## config.mk

```make
export PLATFORM = sky130hd
export DESIGN_NAME = core_sequencer_flat
export DESIGN_NICKNAME = d
export VERILOG_FILES = /design/src/rtl/core_pkg.sv /design/src/rtl/core_sequencer_if.sv /design/src/rtl/seq_wait_counter.sv /design/src/rtl/core_sequencer.sv /design/src/flat_wrapper.sv
export SDC_FILE = /design/constraint.sdc
export NUM_CORES = 1
export LEC_CHECK = 0
export CAP_MARGIN = 20
export CORE_MARGIN = 2
export CORE_UTILIZATION = 31
export CTS_BUF_LIST = sky130_fd_sc_hd__clkbuf_4 sky130_fd_sc_hd__clkbuf_8 sky130_fd_sc_hd__clkbuf_16
export CTS_CLUSTER_SIZE = 8
export DETAILED_ROUTE_END_ITERATION = 16
export GPL_ROUTABILITY_DRIVEN = 0
export GPL_TIMING_DRIVEN = 0
export PLACE_DENSITY = 0.88
export SLEW_MARGIN = 20
export SYNTH_ARGS = -nofsm -noshare
export SYNTH_HDL_FRONTEND = slang
export SYNTH_SLANG_ARGS = --single-unit
export TNS_END_PERCENT = 10
```

## constraint.sdc

```tcl
create_clock -name clk -period 1.55 [get_ports clk]
set_input_delay 0.465 -clock clk [delete_from_list [all_inputs] [get_ports clk]]
set_output_delay 0.465 -clock clk [all_outputs]
set_load 0.05 [all_outputs]
```

## src/rtl/core_pkg.sv

```systemverilog
// Shared types and constants for the multi-cycle RV32I core control path.
package core_pkg;

    typedef enum logic [2:0] {
        IDLE,
        FETCH,
        DECODE,
        EXEC,
        MEM,
        IO,
        WB
    } seq_state_t;

    localparam logic [1:0] REG_WRITE_DATA_SRC_RAM = 2'b01;

    // Decoder controls captured in EXEC so the later states do not depend on live decoder inputs.
    typedef struct packed {
        logic reg_we;
        logic store;
        logic stdin;
        logic stdout;
    } seq_ctrl_t;

endpackage

```

## src/rtl/core_sequencer_if.sv

```systemverilog
// Control and strobe bundle between the core sequencer and the rest of the datapath.
interface core_sequencer_if;

    logic        run;
    logic        dec_reg_we;
    logic        dec_ram_we;
    logic [1:0]  dec_wsrc;
    logic        dec_stdin_en;
    logic        dec_stdout_en;
    logic        stdin_valid;
    logic        stdout_ready;

    logic        imem_req;
    logic        ir_we;
    logic        reg_we;
    logic        ram_we;
    logic        pc_we;
    logic        stdin_pop;
    logic        stdout_push;
    logic        busy;
    logic [31:0] cycle_count;
    logic [31:0] instret_count;

    modport master (
        input  run, dec_reg_we, dec_ram_we, dec_wsrc, dec_stdin_en, dec_stdout_en,
               stdin_valid, stdout_ready,
        output imem_req, ir_we, reg_we, ram_we, pc_we, stdin_pop, stdout_push,
               busy, cycle_count, instret_count
    );

    modport slave (
        output run, dec_reg_we, dec_ram_we, dec_wsrc, dec_stdin_en, dec_stdout_en,
               stdin_valid, stdout_ready,
        input  imem_req, ir_we, reg_we, ram_we, pc_we, stdin_pop, stdout_push,
               busy, cycle_count, instret_count
    );

endinterface

```

## src/rtl/seq_wait_counter.sv

```systemverilog
// Loadable down-counter; o_last flags the final cycle of a multi-cycle FETCH or MEM state.
module seq_wait_counter #(
    parameter int WIDTH = 1
) (
    input  logic             clk,
    input  logic             rst,
    input  logic             i_load,
    input  logic [WIDTH-1:0] i_load_val,
    output logic [WIDTH-1:0] o_count,
    output logic             o_last
);

    logic [WIDTH-1:0] r_count;

    // NOTE: sequential state uses non-blocking assignments so every flop samples pre-edge values.
    always_ff @(posedge clk or posedge rst) begin
        if (rst) begin
            r_count <= '0;
        end else if (i_load) begin
            r_count <= i_load_val;
        end else if (r_count != '0) begin
            r_count <= r_count - 1'b1;
        end
    end

    assign o_count = r_count;
    assign o_last  = (r_count == '0);

endmodule

```

## src/rtl/core_sequencer.sv

```systemverilog
// Multi-cycle FETCH/DECODE/EXEC/MEM/IO/WB sequencer for the single-issue RV32I core.
// Optional performance counters are built when SEQ_PERF_COUNTER_EN is defined.
module core_sequencer
    import core_pkg::*;
#(
    parameter int IMEM_LATENCY = 1,
    parameter int DMEM_LATENCY = 1
) (
    input  logic              clk,
    input  logic              rst,
    core_sequencer_if.master  bus
);

    localparam int MAX_LAT = (IMEM_LATENCY > DMEM_LATENCY) ? IMEM_LATENCY : DMEM_LATENCY;
    localparam int CNT_W   = (MAX_LAT > 1) ? $clog2(MAX_LAT) : 1;
    localparam logic [CNT_W-1:0] FETCH_LOAD = CNT_W'(IMEM_LATENCY - 1);
    localparam logic [CNT_W-1:0] LOAD_LOAD  = CNT_W'(DMEM_LATENCY - 1);

    seq_state_t       r_state;
    seq_state_t       w_next;
    seq_ctrl_t        r_ctrl;
    logic             w_cnt_load;
    logic [CNT_W-1:0] w_cnt_load_val;
    logic [CNT_W-1:0] w_cnt;
    logic             w_cnt_last;
    logic             w_is_mem;
    logic             w_is_io;
    logic             w_io_done;

    assign w_is_mem  = bus.dec_ram_we | (bus.dec_wsrc == REG_WRITE_DATA_SRC_RAM);
    assign w_is_io   = bus.dec_stdin_en | bus.dec_stdout_en;
    assign w_io_done = r_ctrl.stdin ? bus.stdin_valid : bus.stdout_ready;

    seq_wait_counter #(.WIDTH(CNT_W)) u_wait (
        .clk        (clk),
        .rst        (rst),
        .i_load     (w_cnt_load),
        .i_load_val (w_cnt_load_val),
        .o_count    (w_cnt),
        .o_last     (w_cnt_last)
    );

    // NOTE: every always_comb output gets a default first so no path can infer a latch.
    always_comb begin
        w_next         = r_state;
        w_cnt_load     = 1'b0;
        w_cnt_load_val = '0;
        case (r_state)
            IDLE:   if (bus.run) w_next = FETCH;
            FETCH:  if (w_cnt_last) w_next = DECODE;
            DECODE: w_next = EXEC;
            EXEC: begin
                if (w_is_mem)     w_next = MEM;
                else if (w_is_io) w_next = IO;
                else              w_next = WB;
            end
            MEM:    if (w_cnt_last) w_next = WB;
            IO:     if (w_io_done) w_next = WB;
            WB:     w_next = bus.run ? FETCH : IDLE;
            default: w_next = IDLE;
        endcase

        // The counter is armed one cycle ahead so it already holds the state length on entry.
        if (w_next == FETCH && r_state != FETCH) begin
            w_cnt_load     = 1'b1;
            w_cnt_load_val = FETCH_LOAD;
        end else if (w_next == MEM && r_state != MEM) begin
            w_cnt_load     = 1'b1;
            w_cnt_load_val = bus.dec_ram_we ? '0 : LOAD_LOAD;
        end
    end

    always_ff @(posedge clk or posedge rst) begin
        if (rst) begin
            r_state <= IDLE;
            r_ctrl  <= '0;
        end else begin
            r_state <= w_next;
            if (r_state == EXEC) begin
                r_ctrl <= '{
                    reg_we: bus.dec_reg_we & ~bus.dec_ram_we & ~bus.dec_stdout_en,
                    store:  bus.dec_ram_we,
                    stdin:  bus.dec_stdin_en,
                    stdout: bus.dec_stdout_en & ~bus.dec_stdin_en
                };
            end
        end
    end

    // Strobes decode flops only; the IO handshakes are the deliberate combinational exception.
    assign bus.imem_req    = (r_state == FETCH) && (w_cnt == FETCH_LOAD);
    assign bus.ir_we       = (r_state == FETCH) && w_cnt_last;
    assign bus.reg_we      = (r_state == WB) && r_ctrl.reg_we;
    assign bus.ram_we      = (r_state == MEM) && r_ctrl.store;
    assign bus.pc_we       = (r_state == WB);
    assign bus.stdin_pop   = (r_state == IO) && r_ctrl.stdin && bus.stdin_valid;
    assign bus.stdout_push = (r_state == IO) && r_ctrl.stdout && bus.stdout_ready;
    assign bus.busy        = (r_state != IDLE);

`ifdef SEQ_PERF_COUNTER_EN
    logic [31:0] r_cycle_count;
    logic [31:0] r_instret_count;

    always_ff @(posedge clk or posedge rst) begin
        if (rst) begin
            r_cycle_count   <= '0;
            r_instret_count <= '0;
        end else begin
            if (r_state != IDLE) r_cycle_count <= r_cycle_count + 32'd1;
            if (r_state == WB)   r_instret_count <= r_instret_count + 32'd1;
        end
    end

    assign bus.cycle_count   = r_cycle_count;
    assign bus.instret_count = r_instret_count;
`else
    assign bus.cycle_count   = '0;
    assign bus.instret_count = '0;
`endif

endmodule

```

## src/flat_wrapper.sv

```systemverilog
// flat-port wrapper written by rule: the top's interface ports become plain ports
module core_sequencer_flat import core_pkg::*;
#(
    parameter int IMEM_LATENCY = 1,
    parameter int DMEM_LATENCY = 1
)
  (clk, rst, bus_run, bus_dec_reg_we, bus_dec_ram_we, bus_dec_wsrc, bus_dec_stdin_en, bus_dec_stdout_en, bus_stdin_valid, bus_stdout_ready, bus_imem_req, bus_ir_we, bus_reg_we, bus_ram_we, bus_pc_we, bus_stdin_pop, bus_stdout_push, bus_busy, bus_cycle_count, bus_instret_count);
  core_sequencer_if bus_i ();
  input  logic clk;
  input  logic rst;
  input wire logic [$bits(bus_i.run)-1:0] bus_run;
  input wire logic [$bits(bus_i.dec_reg_we)-1:0] bus_dec_reg_we;
  input wire logic [$bits(bus_i.dec_ram_we)-1:0] bus_dec_ram_we;
  input wire logic [$bits(bus_i.dec_wsrc)-1:0] bus_dec_wsrc;
  input wire logic [$bits(bus_i.dec_stdin_en)-1:0] bus_dec_stdin_en;
  input wire logic [$bits(bus_i.dec_stdout_en)-1:0] bus_dec_stdout_en;
  input wire logic [$bits(bus_i.stdin_valid)-1:0] bus_stdin_valid;
  input wire logic [$bits(bus_i.stdout_ready)-1:0] bus_stdout_ready;
  output wire logic [$bits(bus_i.imem_req)-1:0] bus_imem_req;
  output wire logic [$bits(bus_i.ir_we)-1:0] bus_ir_we;
  output wire logic [$bits(bus_i.reg_we)-1:0] bus_reg_we;
  output wire logic [$bits(bus_i.ram_we)-1:0] bus_ram_we;
  output wire logic [$bits(bus_i.pc_we)-1:0] bus_pc_we;
  output wire logic [$bits(bus_i.stdin_pop)-1:0] bus_stdin_pop;
  output wire logic [$bits(bus_i.stdout_push)-1:0] bus_stdout_push;
  output wire logic [$bits(bus_i.busy)-1:0] bus_busy;
  output wire logic [$bits(bus_i.cycle_count)-1:0] bus_cycle_count;
  output wire logic [$bits(bus_i.instret_count)-1:0] bus_instret_count;
  assign bus_i.run = bus_run;
  assign bus_i.dec_reg_we = bus_dec_reg_we;
  assign bus_i.dec_ram_we = bus_dec_ram_we;
  assign bus_i.dec_wsrc = bus_dec_wsrc;
  assign bus_i.dec_stdin_en = bus_dec_stdin_en;
  assign bus_i.dec_stdout_en = bus_dec_stdout_en;
  assign bus_i.stdin_valid = bus_stdin_valid;
  assign bus_i.stdout_ready = bus_stdout_ready;
  assign bus_imem_req = bus_i.imem_req;
  assign bus_ir_we = bus_i.ir_we;
  assign bus_reg_we = bus_i.reg_we;
  assign bus_ram_we = bus_i.ram_we;
  assign bus_pc_we = bus_i.pc_we;
  assign bus_stdin_pop = bus_i.stdin_pop;
  assign bus_stdout_push = bus_i.stdout_push;
  assign bus_busy = bus_i.busy;
  assign bus_cycle_count = bus_i.cycle_count;
  assign bus_instret_count = bus_i.instret_count;
  core_sequencer #(.IMEM_LATENCY(IMEM_LATENCY), .DMEM_LATENCY(DMEM_LATENCY)) u_core (.clk(clk), .rst(rst), .bus(bus_i));
endmodule
```

[Word-level counts from Yosys, hierarchy flattened]
Index checks and enable logic that the tools add are counted.
Storage, ports and cells
  register bits after elaboration: 8
  bits of input ports: 11
  output and inout bits: 72
  word-level logic and storage cells: 51
Cells by class
  add/subtract/negate cells: 1
  equality and inequality tests: 11
  muxes and demuxes: 13
  bitwise operators: 9
  reductions and logical operators: 11
Operators with widths (number)
  $pmux W3 S7: 1
  $mux W3: 5
  $eq A3 B3 Y1 const B: 4
  $logic_and A1 B1 Y1: 9
  $eq A3 B1 Y1 const B: 2
  $eq A3 B2 Y1 const B: 2
  $mux W1: 6
  $not A1 Y1: 4
  $and A1 B1 Y1: 3
  $logic_not A3 Y1: 1
  $ne A3 B1 Y1 const B: 1
  $ne A3 B3 Y1 const B: 1
  $reduce_bool A3 Y1: 1
  $eq A2 B1 Y1 const B: 1
  $mux W2: 1
  $or A1 B1 Y1: 2
  $sub A1 B1 Y1 const B: 1

[Longest topological paths before layout]
Gate-level depths: netlist (run 1).
  depth in word-level cells: 9
  mapped depth: 4
  gate-level depth less buffers: 3

[Modules after synthesis]
A second synthesis (run 1) with hierarchy kept.
Unflattened totals
  cells, all modules: 122
  area, all modules: 998.5 sq um
Modules (own cells, without submodules)
  core_sequencer: instances 1, cells each 118, area an instance 959.7 sq um, seq. area each 175.2 sq um
  seq_wait_counter: instances 1, cells each 4, area an instance 38.8 sq um, seq. area each 25.0 sq um

[Worst setup path before layout (run 1)]
No wires, ideal clock.
  path kind: register to output
  start: register u_core.r_state[1]
  end: output bus_ir_we
  arrival: 2017 ps
  data required time: 1085 ps
  path slack: -932 ps
  cell stages (with the launch flop): 4
  buffers on the path: 2
  cell sequence: dfrtp_1 buf_2 nor3_1 buf_4
On the way
  word-level cells in the longest chain between the ends: 2
Ends and longest elaborated chain
  start: declaration: line core_sequencer.sv:19  | seq_state_t r_state;
  start signal: assignment: line core_sequencer.sv:78  | r_state <= w_next;
  $eq A3 B1 Y1
  $logic_and A1 B1 Y1
  end: declaration: line flat_wrapper.sv:20  | output wire logic [$bits(bus_i.ir_we)-1:0] bus_ir_we;
Every way passes these cells.

[Worst setup path in the final report (run 1)]
  start: register u_core.r_state[2]
  end: output bus_stdout_push
On the way
  word-level cells in the longest chain between the ends: 3
Ends and longest elaborated chain
  $eq A3 B3 Y1: line core_sequencer.sv:97  | assign bus.stdout_push = (r_state == IO) && r_ctrl.stdout && bus.stdout_ready;
  $logic_and A1 B1 Y1 (2 in series): line core_sequencer.sv:97
  end: declaration: line flat_wrapper.sv:25  | output wire logic [$bits(bus_i.stdout_push)-1:0] bus_stdout_push;
Every way passes these cells.

==> results of run 1 <==
[power by group through the flow]
| stage | clock network (mW) | logic [mW] | registers, mW |
|---|---|---|---|
| after CTS | 0.191 | 1.38 | 0.344 |
| after global routing | 0.198 | 1.56 | 0.347 |
| final | 0.185 | 1.48 | 0.337 |
| after detailed placement | 0 | 1.19 | 0.340 |
| after global placement | 0 | 1.17 | 0.330 |
| after floorplan | 0 | 1.01 | 0.318 |
[cells in the final DEF, fill, tap and decap left out, types with 2 or more instances in the layout]
master           count
conb_1              64
nor3_4               3
clkdlybuf4s50_1     10
dfrtp_1              6
buf_6                7
inv_1                4
nand2b_1             2
o21ai_0              4
buf_4               74
buf_8                3
clkbuf_4             4
inv_4                2
nand2_1              4
nor3_1               2
and3_4               2
[per-stage QoR]
step	util (%)	cell area, sq um
5_1_grt	55.76	1538
3_5_place_dp	49.95	1378
3_3_place_gp	49.95	1378
6_report	55.76	1538
4_1_cts	54.40	1500
2_1_floorplan	-	1159
[sequential cells by signal (all words and copies together) (netlist names)]
| register | count |
|---|---|
| u_core.r_ctrl | 4 |
| u_core.r_state | 3 |
[worst max-delay path: stages (launching register included)]
cell and delay (ns):
dfrtp_1 0.33, buf_6 0.13, inv_4 0.04, nor3_4 0.21, and3_4 0.23, buf_8 0.14
[worst paths after layout]
path | endpoint | startpoint
setup / recovery | bus_stdout_push | u_core.r_state[2]
hold / removal | u_core.r_ctrl[0] | rst
setup reg to reg | u_core.r_ctrl[1] | u_core.r_state[2]
hold reg to reg | u_core.r_ctrl[3] | u_core.r_ctrl[3]
max in group asynchronous | u_core.r_state[0] | rst
min in group clk | u_core.r_ctrl[3] | u_core.r_ctrl[3]
[layer usage]
| metal | part of all wire [%] | wire, microns | up-vias | track usage (%) |
|---|---|---|---|---|
| met4 | 3.1 | 57 | 0 | 9.635 |
| met2 | 57 | 1062 | 52 | 21.10 |
| met3 | 11 | 213 | 5 | 1.786 |
| met1 | 28 | 521 | 312 | 8.528 |
| met5 | 0 | 0 | - | 0 |
| li1 | - | - | 417 | - |
[timing repair]
action / CTS / global route
buffers inserted: 5 / 4
resized for setup: 67 / 1
pin swaps: 3 / 2
endpoints found under the setup margin: 8 / 8
cloned: 0 / 0
[layout make-up]
| type | count | area, sq um | share of cell area [%] |
|---|---|---|---|
| Tap cell | 31 | 38.79 | 2.522 |
| Inverter | 6 | 27.53 | 1.790 |
| Timing Repair Buffer | 27 | 265.3 | 17.25 |
| Multi-Input combinational cell | 93 | 485.5 | 31.57 |
| Sequential cell | 7 | 176.4 | 11.47 |
| Buffer | 67 | 514.2 | 33.44 |
| Clock buffer | 4 | 30.03 | 1.953 |
[cells by family after synthesis]
family          count (synthesis)  share of synthesized area [%]
simple gates                   17                          10.34
mux                             2                          2.374
buf+inv                        73                          58.80
other cells                     1                         0.4186
flops                           7                          19.55
fa+ha+maj                       1                          1.257
compound gates                  9                          7.263
[Yosys cell counts]
library cell | number | area share (%)
buf_4 | 65 | 54
dfrtp_1 | 7 | 20
inv_1 | 5 | 2.1
nor3_1 | 5 | 2.8
nand2_1 | 4 | 1.7
o21ai_0 | 4 | 2.2
and3_1 | 3 | 2.1
nand2b_1 | 2 | 1.4
a221o_1 | 1 | 1.1
a311oi_1 | 1 | 0.98
a31oi_1 | 1 | 0.70
and2_1 | 1 | 0.70
and2b_1 | 1 | 0.84
buf_2 | 1 | 0.56
buf_6 | 1 | 1.3
conb_1 | 1 | 0.42
inv_2 | 1 | 0.42
maj3_2 | 1 | 1.3
mux2_2 | 1 | 1.3
mux2i_1 | 1 | 1.1
nand3b_1 | 1 | 0.84
o2111a_1 | 1 | 1.3
o41ai_1 | 1 | 0.98
==> metrics.txt, run 1 <==
Ys Warns 0; Crit Path Max Fanout 6; DP Cell Count roughly 220; net switching power about 1.0 mW; die height about 58 microns; largest net degree at the start of global routing 11; Mapped Cells 110; IO Pins 83; hold buffer count at CTS 0; DRT antenna net count 0; Max-Cap Viols 0; synthesized area per cell between 8 and 9 sq um; Final Worst Setup Slack -0.2588 ns; DR DRC count 0; Clk pin slew, worst setup/hold paths around 0.050 ns; Starting Density roughly a third; Cell Area, Synth 895.9 sq um; clock sink count 7; worst hold path class in -> async; endpoint class of the critical path primary output; min Tclk post-route 1.809 ns; DRT iter0 DRCs 6; Synth cell types 23; Crit path required time about 1.1 ns; # setup viols final 8; GRT Overall Usage 10.63%; num rows 19; Fin Hold WS around 0.46 ns; final wirelength around 1900 microns; initial antenna violation count 0; clk_skew roughly 0.00028 ns; H-tree depth 1; Via density approximately 3.3; final setup TNS -1.382 ns; via count of the first global-routing pass 620; dpl ws -0.8112 ns; R2R setup slack ~0.04 ns; r2r worst-path depth 5; sw frac 51.38%; Crit Path Category reg -> out; Die Footprint ~0.0033 sq mm; Final Hold Viols 0; RSZ-0062 raised after global routing true; GR Overflow Total 0; Seq pwr share 16.8%; Max Slew Vio Count 0; share of cells above drive strength 1 49.51%; violated checks negative setup slack; Worst-Skew Late Latency roughly 0.25 ns; Layout area overhead 71.65%; post-DP HPWL approximately 1500 microns; layout net count between 200 and 250; CTS root buffer clkbuf_4; CTS tree yes; Arrival @ worst endpoint 1.34 ns; maximum clock insertion buffer count 2; Die X between 50 and 60 microns; final cell count without fillers approximately 240; outcome finished, violations left; Max IR drop VDD 0.001116 V; # diodes 0; Comb power frac 74.0%; Final Power approximately 2 mW; leakage ~0.93 nW; via count approximately 800; first-pass GRT wire length approximately 2600 microns; Fill cells 240; WL/cell about 7.9 microns; internal cell power between 0.9 and 1 mW; Max Clk Rate between 0.5 and 0.6 GHz; Synth Register Bits 7; register area share after synthesis between 10% and 20%; TritonRoute pass-1 iters 4; Final period util 116.7%; Clock power frac 9.2%; Core ar. about 0.0028 sq mm; number of CTS-inserted buffers 3; CP startpoint kind flop; PortBufs 18; Power Dens Cells roughly 1300 mW/mm^2
No activity file was read; power rests on OpenSTA's default activity.
==> run 2: changes to the inputs <==
--- a/config.mk
+++ b/config.mk
@@ -6,7 +6,7 @@
 export NUM_CORES = 1
 export LEC_CHECK = 0
 export CAP_MARGIN = 20
-export CORE_MARGIN = 2
+export CORE_MARGIN = 3
 export CORE_UTILIZATION = 31
 export CTS_BUF_LIST = sky130_fd_sc_hd__clkbuf_4 sky130_fd_sc_hd__clkbuf_8 sky130_fd_sc_hd__clkbuf_16
 export CTS_CLUSTER_SIZE = 8
==> run 2 against run 1 <==
  * The run still ends with negative setup slack left
  * Clock skew is essentially flat
  * First-iteration DRC count shrank 67%
  * Sequential cell count is the same
  * Cell count shrank 1.3%
==> metrics.txt, run 2 (synthesis gave the netlist of run 1 again) <==
layout net count 214 (-0.93%); Worst Path Buf+Inv 3 (unchanged); biggest regs u_core.r_ctrl x4, u_core.r_state x3; met2 routed WL 1081 microns (+1.8%); max layer used met4; worst reg2reg path startpoint u_core.r_state[2]; Die X 59.76 microns (+3.5%); min Tclk post-route 1.787 ns (-0.02193 ns); CP startpoint u_core.r_state[2]; via count of the first global-routing pass 656 (+5.8%); # setup viols final 8 (unchanged); # diodes 0 (unchanged); metal3 WL 213 microns (unchanged); maximum clock insertion buffer count 2 (unchanged); clk_skew 0.0002938 ns (+0.00001396 ns); Post-DP Area 0.001376 sq mm (about the same); Crit Path Max Fanout 7 (+1); Max Clk Rate 0.5596 GHz (+1.2%); final setup TNS -1.270 ns (+0.1115 ns); initial antenna violation count 0 (unchanged); Max Slew Vio Count 0 (unchanged); number of CTS-inserted buffers 3 (unchanged); Power Dens Cells 1310 mW/mm^2 (+0.38%); DR DRC count 0 (unchanged); via count 781 (-0.64%); DRT antenna net count 0 (unchanged); first-pass GRT wire length 2822 microns (+7.6%); CP startpoint kind flop; slowest cell on the critical path dfrtp_1; CTS root buffer clkbuf_4; Max-Cap Viols 0 (unchanged); Layout area overhead 71.09%; Crit Path Category reg -> out; Crit path required time 1.08 ns (about the same); DRT iter0 DRCs 2 (-4); Fill cells 243 (+1.3%); Final Hold Viols 0 (unchanged); Clk pin slew, worst setup/hold paths 0.05 ns (about the same); post-DP HPWL 1583 microns (+4.0%); PortBufs 18 (unchanged); Final Worst Setup Slack -0.2369 ns (+0.02193 ns); largest net degree at the start of global routing 11 (unchanged); Most flops, register u_core.r_ctrl; Starting Density 34.29% (+1.8 points); GRT Overall Usage 10.54% (-0.086 points); violated checks negative setup slack; Final Cell Area 0.001533 sq mm (-0.33%); num rows 18 (-1); M1 WL 659 microns (+26%); GR Overflow Total 0 (unchanged); die height 59.76 microns (+3.5%); outcome finished, violations left; Arrival @ worst endpoint 1.32 ns (-0.02 ns); Worst-Skew Late Latency 0.25 ns (about the same); CTS tree yes; Final period util 115.3% (-1.4 points); Die Footprint 0.003571 sq mm (+7.0%); Max IR drop VDD 0.001056 V (-5.3%); leakage 0.9143 nW (-1.2%); final wirelength 1988 microns (+7.2%); H-tree depth 1 (unchanged); endpoint class of the critical path primary output; Core ar. 0.002613 sq mm (-5.3%); CP delay by family, top simple AND/OR/NAND/NOR gates; IO Pins 83 (unchanged); Via density 3.366 (+0.65%); TritonRoute pass-1 iters 4 (unchanged); commonest non-fill, non-tap cell in the layout buf_4; clock sink count 7 (unchanged); CP Cell Sequence buf_6, inv_4, nor3_4, and3_4, buf_8; WL/cell 8.569 microns (+8.6%); share of cells above drive strength 1 49.01% (-0.50 points); RSZ-0062 raised after global routing true; number of flip-flops in the largest register 4 (unchanged); commonest cells after routing, fill and taps aside 71 x buf_4, 64 x conb_1, 10 x clkdlybuf4s50_1; worst hold path class in -> async; max incr delay on CP 0.33 ns (about the same)
==> run 2: changes by cell type in the layout (fill, tap and decap cells not counted) <==
| cell | delta |
|---|---|
| o41ai_1 | +1 |
| o41ai_2 | -1 |
| nor3_1 | -1 |
| nor3_4 | +1 |
| buf_8 | +1 |
| buf_4 | -3 |
==> run 2: final timing paths <==
path	to	slack [ns]	depth (start not counted)
max	bus_stdout_push	-0.24	5
min	u_core.r_state[1]	0.44	2
max reg2reg	u_core.r_ctrl[1]	0.14	4
min reg2reg	u_core.r_ctrl[2]	0.48	2
max in group asynchronous	u_core.r_state[0]	0.88	2
min in group clk	u_core.r_ctrl[2]	0.48	2
==> run 2: power breakdown <==
| group | leakage, nW | switching [mW] | internal, mW | total [mW] |
|---|---|---|---|---|
| registers | 0.0857 | 0.0674 | 0.274 | 0.341 |
| logic | 0.810 | 0.907 | 0.574 | 1.48 |
| clock network | 0.0184 | 0.0697 | 0.116 | 0.186 |
| total | 0.914 | 1.04 | 0.963 | 2.01 |
==> run 2: metrics by stage <==
stage	hold slack (ns)	worst slack (ns)	cells	total power [mW]	utilization, %
2_1_floorplan	0.2684	-0.1417	173	1.326	-
3_3_place_gp	0.4680	-0.8127	221	1.504	52.68
3_5_place_dp	0.4700	-0.8243	221	1.521	52.68
4_1_cts	0.4522	-0.2563	228	1.860	56.75
5_1_grt	0.4843	-0.2999	232	2.116	58.67
6_report	0.4430	-0.2369	232	2.007	58.67
==> run 2: timing repair <==
action,4_1_cts,5_1_grt
hold buffers,0,0
resized for setup,67,4
pin swaps,2,2
endpoints found under the setup margin,8,8
setup buffers,3,4
==> run 2: cell type report <==
cell class                      instances  area, sq um  share of cell area [%]
Inverter                                6        27.53                   1.796
Sequential cell                         7        176.4                   11.51
Multi-Input combinational cell         93        489.2                   31.92
Buffer                                 67        514.2                   33.55
Timing Repair Buffer                   25        257.7                   16.82
Tap cell                               30        37.54                   2.449
Clock buffer                            4        30.03                   1.959
==> run 2: worst register-to-register path, cell delays in order (launching register included) <==
cell and delay, ns:
dfrtp_1 0.37, buf_6 0.14, buf_4 0.15, nand3b_1 0.30
mux2_2 0.34
==> run 2: routing by layer <==
metal / GRT usage [%] / up-vias
met5: 0 / -
met3: 1.728 / 5
li1: - / 406
met1: 10.94 / 325
met2: 19.75 / 45
met4: 5.696 / 0
